$ cat src/rtl/obi_rr_port_arbiter_if.sv
// Bus bundle for the round-robin OBI port arbiter: requester-side request
// fields, per-requester grant/response strobes and the shared memory port.
interface obi_rr_port_arbiter_if #(
  parameter int unsigned N_REQ = 3,
  parameter int unsigned AW    = 32,
  parameter int unsigned DW    = 32
);
  // requester side
  logic [N_REQ-1:0]        req_i;
  logic [N_REQ*AW-1:0]     addr_i;
  logic [N_REQ-1:0]        we_i;
  logic [N_REQ*DW/8-1:0]   be_i;
  logic [N_REQ*DW-1:0]     wdata_i;
  logic [N_REQ-1:0]        gnt_o;
  logic [N_REQ-1:0]        rvalid_o;
  logic [DW-1:0]           rdata_o;
  logic                    err_o;
  // memory side
  logic                    mem_req_o;
  logic [AW-1:0]           mem_addr_o;
  logic                    mem_we_o;
  logic [DW/8-1:0]         mem_be_o;
  logic [DW-1:0]           mem_wdata_o;
  logic                    mem_gnt_i;
  logic                    mem_rvalid_i;
  logic [DW-1:0]           mem_rdata_i;

  // arbiter view
  modport slave (
    input  req_i, addr_i, we_i, be_i, wdata_i,
    output gnt_o, rvalid_o, rdata_o, err_o,
    output mem_req_o, mem_addr_o, mem_we_o, mem_be_o, mem_wdata_o,
    input  mem_gnt_i, mem_rvalid_i, mem_rdata_i
  );

  // environment view (requesters + memory)
  modport master (
    output req_i, addr_i, we_i, be_i, wdata_i,
    input  gnt_o, rvalid_o, rdata_o, err_o,
    input  mem_req_o, mem_addr_o, mem_we_o, mem_be_o, mem_wdata_o,
    output mem_gnt_i, mem_rvalid_i, mem_rdata_i
  );
endinterface

$ cat src/rtl/obi_rr_port_arbiter.sv
// Round-robin arbiter sharing one OBI memory port between N_REQ requesters.
// One outstanding transaction; the response is routed back to the granted
// requester, and a missing response is converted into an error after TIMEOUT
// cycles so the bus never hangs.
module obi_rr_port_arbiter #(
  parameter int unsigned N_REQ   = 3,
  parameter int unsigned AW      = 32,
  parameter int unsigned DW      = 32,
  parameter int unsigned TIMEOUT = 255
) (
  input  logic                  clk_in,
  input  logic                  reset,
  obi_rr_port_arbiter_if.slave  bus
);

  localparam int unsigned PW = (N_REQ > 1) ? $clog2(N_REQ) : 1;
  localparam int unsigned TW = (TIMEOUT > 1) ? $clog2(TIMEOUT) : 1;
  localparam int unsigned BW = DW / 8;

  localparam logic [DW-1:0] TMO_DATA = DW'(32'hBADCAB1E);

  localparam logic [1:0] S_IDLE = 2'd0;
  localparam logic [1:0] S_HOLD = 2'd1;
  localparam logic [1:0] S_WAIT = 2'd2;

  logic [1:0]    state;
  logic [PW-1:0] ptr;
  logic [PW-1:0] sel;
  logic [PW-1:0] owner;
  logic [TW-1:0] tmo_cnt;

  logic [AW-1:0] addr_a  [N_REQ];
  logic [BW-1:0] be_a    [N_REQ];
  logic [DW-1:0] wdata_a [N_REQ];

  logic          any_req;
  logic [PW-1:0] win;
  logic [PW-1:0] cand;
  int unsigned   idx;

  logic          active;
  logic [PW-1:0] src;
  logic          in_wait;
  logic          tmo_hit;
  logic          rsp_fire;

  function automatic logic [PW-1:0] next_ptr(input logic [PW-1:0] k);
    if (32'(k) == N_REQ - 1)
      return '0;
    return k + 1'b1;
  endfunction

  for (genvar g = 0; g < N_REQ; g++) begin : g_unpack
    assign addr_a[g]  = bus.addr_i[g*AW +: AW];
    assign be_a[g]    = bus.be_i[g*BW +: BW];
    assign wdata_a[g] = bus.wdata_i[g*DW +: DW];
  end

  // Rotating-priority scan: first asserted request starting at ptr.
  always_comb begin
    any_req = 1'b0;
    win     = '0;
    cand    = '0;
    idx     = 0;
    for (int unsigned i = 0; i < N_REQ; i++) begin
      idx = 32'(ptr) + i;
      if (idx >= N_REQ)
        idx = idx - N_REQ;
      cand = PW'(idx);
      if (!any_req && bus.req_i[cand]) begin
        any_req = 1'b1;
        win     = cand;
      end
    end
  end

  // Request path: live winner in IDLE, locked selection in HOLD.
  always_comb begin
    active = !reset && (((state == S_IDLE) && any_req) || (state == S_HOLD));
    src    = (state == S_HOLD) ? sel : win;

    bus.mem_req_o   = active;
    bus.mem_addr_o  = '0;
    bus.mem_we_o    = 1'b0;
    bus.mem_be_o    = '0;
    bus.mem_wdata_o = '0;
    bus.gnt_o       = '0;
    if (active) begin
      bus.mem_addr_o  = addr_a[src];
      bus.mem_we_o    = bus.we_i[src];
      bus.mem_be_o    = be_a[src];
      bus.mem_wdata_o = wdata_a[src];
      bus.gnt_o[src]  = bus.mem_gnt_i;
    end
  end

  // Response path: pass-through of the memory response, or a synthesized
  // error when the wait budget runs out (a real response takes precedence).
  always_comb begin
    in_wait  = !reset && (state == S_WAIT);
    tmo_hit  = (TIMEOUT != 0) && (tmo_cnt == TW'(TIMEOUT - 1));
    rsp_fire = in_wait && (bus.mem_rvalid_i || tmo_hit);

    bus.rvalid_o = '0;
    bus.rdata_o  = '0;
    bus.err_o    = 1'b0;
    if (rsp_fire) begin
      bus.rvalid_o[owner] = 1'b1;
      if (bus.mem_rvalid_i) begin
        bus.rdata_o = bus.mem_rdata_i;
      end else begin
        bus.rdata_o = TMO_DATA;
        bus.err_o   = 1'b1;
      end
    end
  end

  // Transaction sequencing, pointer rotation and timeout counting.
  always_ff @(posedge clk_in) begin
    if (reset) begin
      state   <= S_IDLE;
      ptr     <= '0;
      sel     <= '0;
      owner   <= '0;
      tmo_cnt <= '0;
    end else begin
      case (state)
        S_IDLE: begin
          if (any_req) begin
            if (bus.mem_gnt_i) begin
              owner   <= win;
              ptr     <= next_ptr(win);
              tmo_cnt <= '0;
              state   <= S_WAIT;
            end else begin
              sel   <= win;
              state <= S_HOLD;
            end
          end
        end
        S_HOLD: begin
          if (bus.mem_gnt_i) begin
            owner   <= sel;
            ptr     <= next_ptr(sel);
            tmo_cnt <= '0;
            state   <= S_WAIT;
          end
        end
        S_WAIT: begin
          if (rsp_fire) begin
            tmo_cnt <= '0;
            state   <= S_IDLE;
          end else begin
            tmo_cnt <= tmo_cnt + 1'b1;
          end
        end
        default: begin
          state <= S_IDLE;
        end
      endcase
    end
  end

endmodule

$ cat src/flat_wrapper.sv
// flat-port wrapper written by rule: the top's interface ports become plain ports
module obi_rr_port_arbiter_flat 
#(
  parameter int unsigned N_REQ   = 3,
  parameter int unsigned AW      = 32,
  parameter int unsigned DW      = 32,
  parameter int unsigned TIMEOUT = 255
)
  (clk_in, reset, bus_req_i, bus_addr_i, bus_we_i, bus_be_i, bus_wdata_i, bus_gnt_o, bus_rvalid_o, bus_rdata_o, bus_err_o, bus_mem_req_o, bus_mem_addr_o, bus_mem_we_o, bus_mem_be_o, bus_mem_wdata_o, bus_mem_gnt_i, bus_mem_rvalid_i, bus_mem_rdata_i);
  obi_rr_port_arbiter_if #(.N_REQ(N_REQ), .AW(AW), .DW(DW)) bus_i ();
  input  logic clk_in;
  input  logic reset;
  input wire logic [$bits(bus_i.req_i)-1:0] bus_req_i;
  input wire logic [$bits(bus_i.addr_i)-1:0] bus_addr_i;
  input wire logic [$bits(bus_i.we_i)-1:0] bus_we_i;
  input wire logic [$bits(bus_i.be_i)-1:0] bus_be_i;
  input wire logic [$bits(bus_i.wdata_i)-1:0] bus_wdata_i;
  output wire logic [$bits(bus_i.gnt_o)-1:0] bus_gnt_o;
  output wire logic [$bits(bus_i.rvalid_o)-1:0] bus_rvalid_o;
  output wire logic [$bits(bus_i.rdata_o)-1:0] bus_rdata_o;
  output wire logic [$bits(bus_i.err_o)-1:0] bus_err_o;
  output wire logic [$bits(bus_i.mem_req_o)-1:0] bus_mem_req_o;
  output wire logic [$bits(bus_i.mem_addr_o)-1:0] bus_mem_addr_o;
  output wire logic [$bits(bus_i.mem_we_o)-1:0] bus_mem_we_o;
  output wire logic [$bits(bus_i.mem_be_o)-1:0] bus_mem_be_o;
  output wire logic [$bits(bus_i.mem_wdata_o)-1:0] bus_mem_wdata_o;
  input wire logic [$bits(bus_i.mem_gnt_i)-1:0] bus_mem_gnt_i;
  input wire logic [$bits(bus_i.mem_rvalid_i)-1:0] bus_mem_rvalid_i;
  input wire logic [$bits(bus_i.mem_rdata_i)-1:0] bus_mem_rdata_i;
  assign bus_i.req_i = bus_req_i;
  assign bus_i.addr_i = bus_addr_i;
  assign bus_i.we_i = bus_we_i;
  assign bus_i.be_i = bus_be_i;
  assign bus_i.wdata_i = bus_wdata_i;
  assign bus_gnt_o = bus_i.gnt_o;
  assign bus_rvalid_o = bus_i.rvalid_o;
  assign bus_rdata_o = bus_i.rdata_o;
  assign bus_err_o = bus_i.err_o;
  assign bus_mem_req_o = bus_i.mem_req_o;
  assign bus_mem_addr_o = bus_i.mem_addr_o;
  assign bus_mem_we_o = bus_i.mem_we_o;
  assign bus_mem_be_o = bus_i.mem_be_o;
  assign bus_mem_wdata_o = bus_i.mem_wdata_o;
  assign bus_i.mem_gnt_i = bus_mem_gnt_i;
  assign bus_i.mem_rvalid_i = bus_mem_rvalid_i;
  assign bus_i.mem_rdata_i = bus_mem_rdata_i;
  obi_rr_port_arbiter #(.N_REQ(N_REQ), .AW(AW), .DW(DW), .TIMEOUT(TIMEOUT)) u_core (.clk_in(clk_in), .reset(reset), .bus(bus_i));
endmodule
$ cat config.mk
export PLATFORM = sky130hd
export DESIGN_NAME = obi_rr_port_arbiter_flat
export DESIGN_NICKNAME = d
export VERILOG_FILES = /design/src/rtl/obi_rr_port_arbiter_if.sv /design/src/rtl/obi_rr_port_arbiter.sv /design/src/flat_wrapper.sv
export SDC_FILE = /design/constraint.sdc
export NUM_CORES = 1
export LEC_CHECK = 0
export BUFFER_PORTS_ARGS = -buffer_cell sky130_fd_sc_hd__buf_2
export CORE_AREA = 10 10 129 131
export DETAILED_ROUTE_END_ITERATION = 6
export DIE_AREA = 0 0 139 141
export HOLD_SLACK_MARGIN = 0.08
export MAX_ROUTING_LAYER = met4
export PLACE_DENSITY_LB_ADDON = 0.08
export SLEW_MARGIN = 20
export SYNTH_ARGS = -nofsm -noshare
export SYNTH_HDL_FRONTEND = slang
export SYNTH_SLANG_ARGS = --single-unit
$ cat constraint.sdc
create_clock -name clk_in -period 4.7 [get_ports clk_in]
set_clock_uncertainty 0.15 [all_clocks]
set_input_delay 0.47 -clock clk_in [delete_from_list [all_inputs] [get_ports clk_in]]
set_output_delay 0.47 -clock clk_in [all_outputs]
set_load 0.005 [all_outputs]
==> metrics.md <==
| Metric | Value |
|---|---|
| Run status | finished, final reports clean |
| Worst Path Required | about 4000 ps |
| Area growth syn-to-layout | 73.2% |
| Routed Antenna Nets | 0 |
| I/O pins | 355 |
| H-tree levels | 1 |
| Number of remaining DRC errors | 0 |
| Slowest cell on crit path | buf_4 |
| Starting Density | just under 20% |
| Minimum clock period | roughly 4200 ps |
| Wire length per cell | approximately 22 um |
| Sequential-to-total area share from yosys stat | 11.4% |
| CP startpoint | u_core.ptr[1] |
| Dpl hpwl | 17200 um |
| Fraction of registers with async set/reset | 0% |
| Fin Setup TNS | 0 ps |
| Buffers on Ports | 354 |
| Via Count | 4178 |
| Largest net degree at the start of global routing | 70 |
| CP Data Arrival Time | approximately 3500 ps |
| R2R Path End | u_core.tmo_cnt[7] |
| Fraction of the mapped netlist area in simple logic gates | 15.8% |
| Commonest cells after routing, fill and taps aside | buf_2 (354), mux2i_1 (72), o2bb2ai_1 (69) |
| CTS tree | done |
| Endpoints failing setup | 0 |
| Drt total wl | ~20000 um |
| Largest cells by area after synthesis | mux2i_1 (26%), o2bb2ai_1 (21%), dfxtp_1 (11%) |
| Bufs and invs on worst path | 3 |
| Critical setup path kind | reg -> out |
| Maximum clock frequency | 241 MHz |
| Pwr Density | about 330 mW/mm^2 |
| CP peak stage delay | around 630 ps |
| Reg clk slew, reported paths | 50 ps |
| Mux contribution to synthesized area | a little over a quarter |
| Synth Area in Adders | about 2.7% |
| Clock buffer depth | 2 |
| Clk_lat worst skew | 250 ps |
| Area of the core | ~0.014 sq mm |
| Vias in the first global route | between 4000 and 5000 |
| Final Wtd Congestion | ~0.95 |
| HP Class | in -> reg |
| Chip height | around 140 um |
| Ys flop type | dfxtp_1 |
| Cell taking the most area after synthesis | mux2i_1 |
| Largest family of logic cells by synthesized area | compound AO/OA/AOI/OAI gates |
| Distinct cells, synth | 44 |
| Critical Path End | bus_mem_addr_o[5] |
| 1st-iter DRT viols | between 100 and 150 |
| Syn avg cell area | ~8 sq um |
| Reg2reg setup slack | 1750 ps |
| WP depth | 10 |
| CP top delay family | buffers and inverters |
| Clk sinks | 16 |
| Slew Limit Fails | 0 |
| Slew @ Worst Pin | between 800 and 900 ps |
| Complex-gate fraction of the synthesized area | between 30% and 40% |
| DR vias/cell | roughly 4.7 |
| Xor/xnor share of the synthesized area | less than 1% |
| Post-CTS Hold Buffers | 0 |
| Crit end category | output pin |
| Root buffer cell | clkbuf_16 |
| Die Area | a little under 0.02 sq mm |
| RSZ-0062 raised after global routing | false |
| 1st-pass router iterations | 4 |
| Setup crit start kind | flop |
| Post-synth top area share | between 20 and 30% |
| Total power | ~1600 uW |
| Fin crit share | around 90% |
| Slew HR | 46.6% |
| Tot GR Track Use | 18.4% |
| Worst-case reg-to-reg path depth | 8 |
| Total CTS buffers | 3 |
| First-pass GRT wire length | 27400 um |
| Total Nets Final | around 950 |
| CP Max Fanout | 69 |
| Std-Cell Rows | 44 |
| Final hold vios | 0 |
| Worst-path cell chain | inv_1 -> ha_1 -> mux2_4 -> mux2_2 -> a311oi_2 -> nor2_1 -> a211oi_4 -> buf_4 -> o2bb2ai_1 -> buf_2 |
| Static Leak | 0.00265 uW |
| FILL cells | roughly 1500 |
| Commonest non-fill, non-tap cell in the layout | buf_2 |
| Total global routing overflow | 0 |
| Post-CTS Resized | 0 |
| Layout cells sized above 1 | 53.4% |
| Peak VDD IR | about 190 uV |
| Critical R2R Launch | u_core.ptr[1] |
| Initial antenna violation count | 11 |
| Mapped cell area | between 0.002 and 0.003 sq mm |
| Post-Synthesis Cells | ~360 |
| Width of the die | 139 um |
| Register bit total from synthesis | 16 |
| MaxCap Viol Count | 0 |
| Setup bufs post-CTS | 0 |
| Synth warnings | 0 |
| Syn_nets | 615 |
| Post-synth EDFFs | 0 |
-- metrics by stage --
step	worst slack [ps]	util (%)	instances	hold slack (ps)	instance area [sq um]
4_1_cts	563	34.1	880	262	4850
3_3_place_gp	922	33.5	876	316	4760
3_5_place_dp	854	33.5	876	326	4760
5_1_grt	408	34.3	891	269	4880
6_report	544	34.4	894	257	4880
2_1_floorplan	1600	-	363	304	2820
-- power by group --
group,switching [uW],total [uW],internal (uW)
Combinational,662,1230,568
Sequential,17.3,169,151
Clock,59.4,189,130
-- cells by family after synthesis --
| kind of cell | count (synthesis) |
|---|---|
| AO/OA/AOI/OAI | 123 |
| XOR/XNOR | 2 |
| adder cells (fa/ha/maj) | 6 |
| buffers and inverters | 61 |
| flip-flops | 16 |
| multiplexers | 74 |
| AND/OR/NAND/NOR | 81 |
-- Yosys cell counts, types with 2 or more instances --
library cell / number
nand2b_1: 4
nor3b_1: 3
ha_1: 6
a211oi_1: 2
o22ai_1: 3
a21oi_1: 27
o2bb2ai_1: 69
and2_1: 15
nand3b_1: 3
buf_2: 17
nor2b_1: 6
nand3_1: 6
nand2_1: 8
or3_1: 6
buf_1: 5
a311oi_1: 2
nor4_1: 2
nor2_1: 16
o21ai_0: 8
mux2i_1: 72
nor3_1: 4
inv_1: 29
xor2_1: 2
dfxtp_1: 16
buf_6: 2
and3_1: 5
clkbuf_1: 8
-- flip-flops by register name (all words and copies together) (netlist names) --
register        count
u_core.sel          2
u_core.owner        2
u_core.state        2
u_core.ptr          2
u_core.tmo_cnt      8
-- worst reg2reg max path, delay by kind of cell, from the launching register on --
family                   cells  cell delay, ps
AO/OA/AOI/OAI                3             880
adder cells (fa/ha/maj)      1             280
buffers and inverters        1              80
flip-flops                   1             390
multiplexers                 2             660
AND/OR/NAND/NOR              1             430
-- routing by layer --
layer | GRT usage, % | share of wire [%] | vias up
li1 | - | - | 2056
met2 | 31.1 | 49 | 207
met5 | - | 0 | -
met3 | 7.42 | 11 | 10
met4 | 1.81 | 0.63 | 0
met1 | 20.7 | 40 | 1905
-- area by class of cell --
| cell class | count | area, sq um | area share (%) |
|---|---|---|---|
| tap | 184 | 230 | 4.71 |
| sequential | 16 | 320 | 6.56 |
| inverter | 29 | 109 | 2.23 |
| antenna | 14 | 35.0 | 0.717 |
| clock buffer | 4 | 88.8 | 1.82 |
| timing repair buffer | 361 | 1850 | 37.9 |
| multi-input combinational | 286 | 2250 | 46.1 |
-- worst min-delay path by stage --
| stage | slack, ps | cells past startpoint | endpoint | startpoint |
|---|---|---|---|---|
| global route | 270 | 2 | u_core.state[0] | bus_mem_gnt_i |
| finish | 260 | 2 | u_core.state[0] | bus_mem_gnt_i |
| detailed placement | 330 | 2 | u_core.tmo_cnt[5] | u_core.tmo_cnt[5] |
| floorplan | 300 | 2 | u_core.tmo_cnt[5] | u_core.tmo_cnt[5] |
| CTS | 260 | 2 | u_core.state[0] | bus_mem_gnt_i |
| global placement | 320 | 2 | u_core.tmo_cnt[5] | u_core.tmo_cnt[5] |
(Power assumes the default switching activity.)
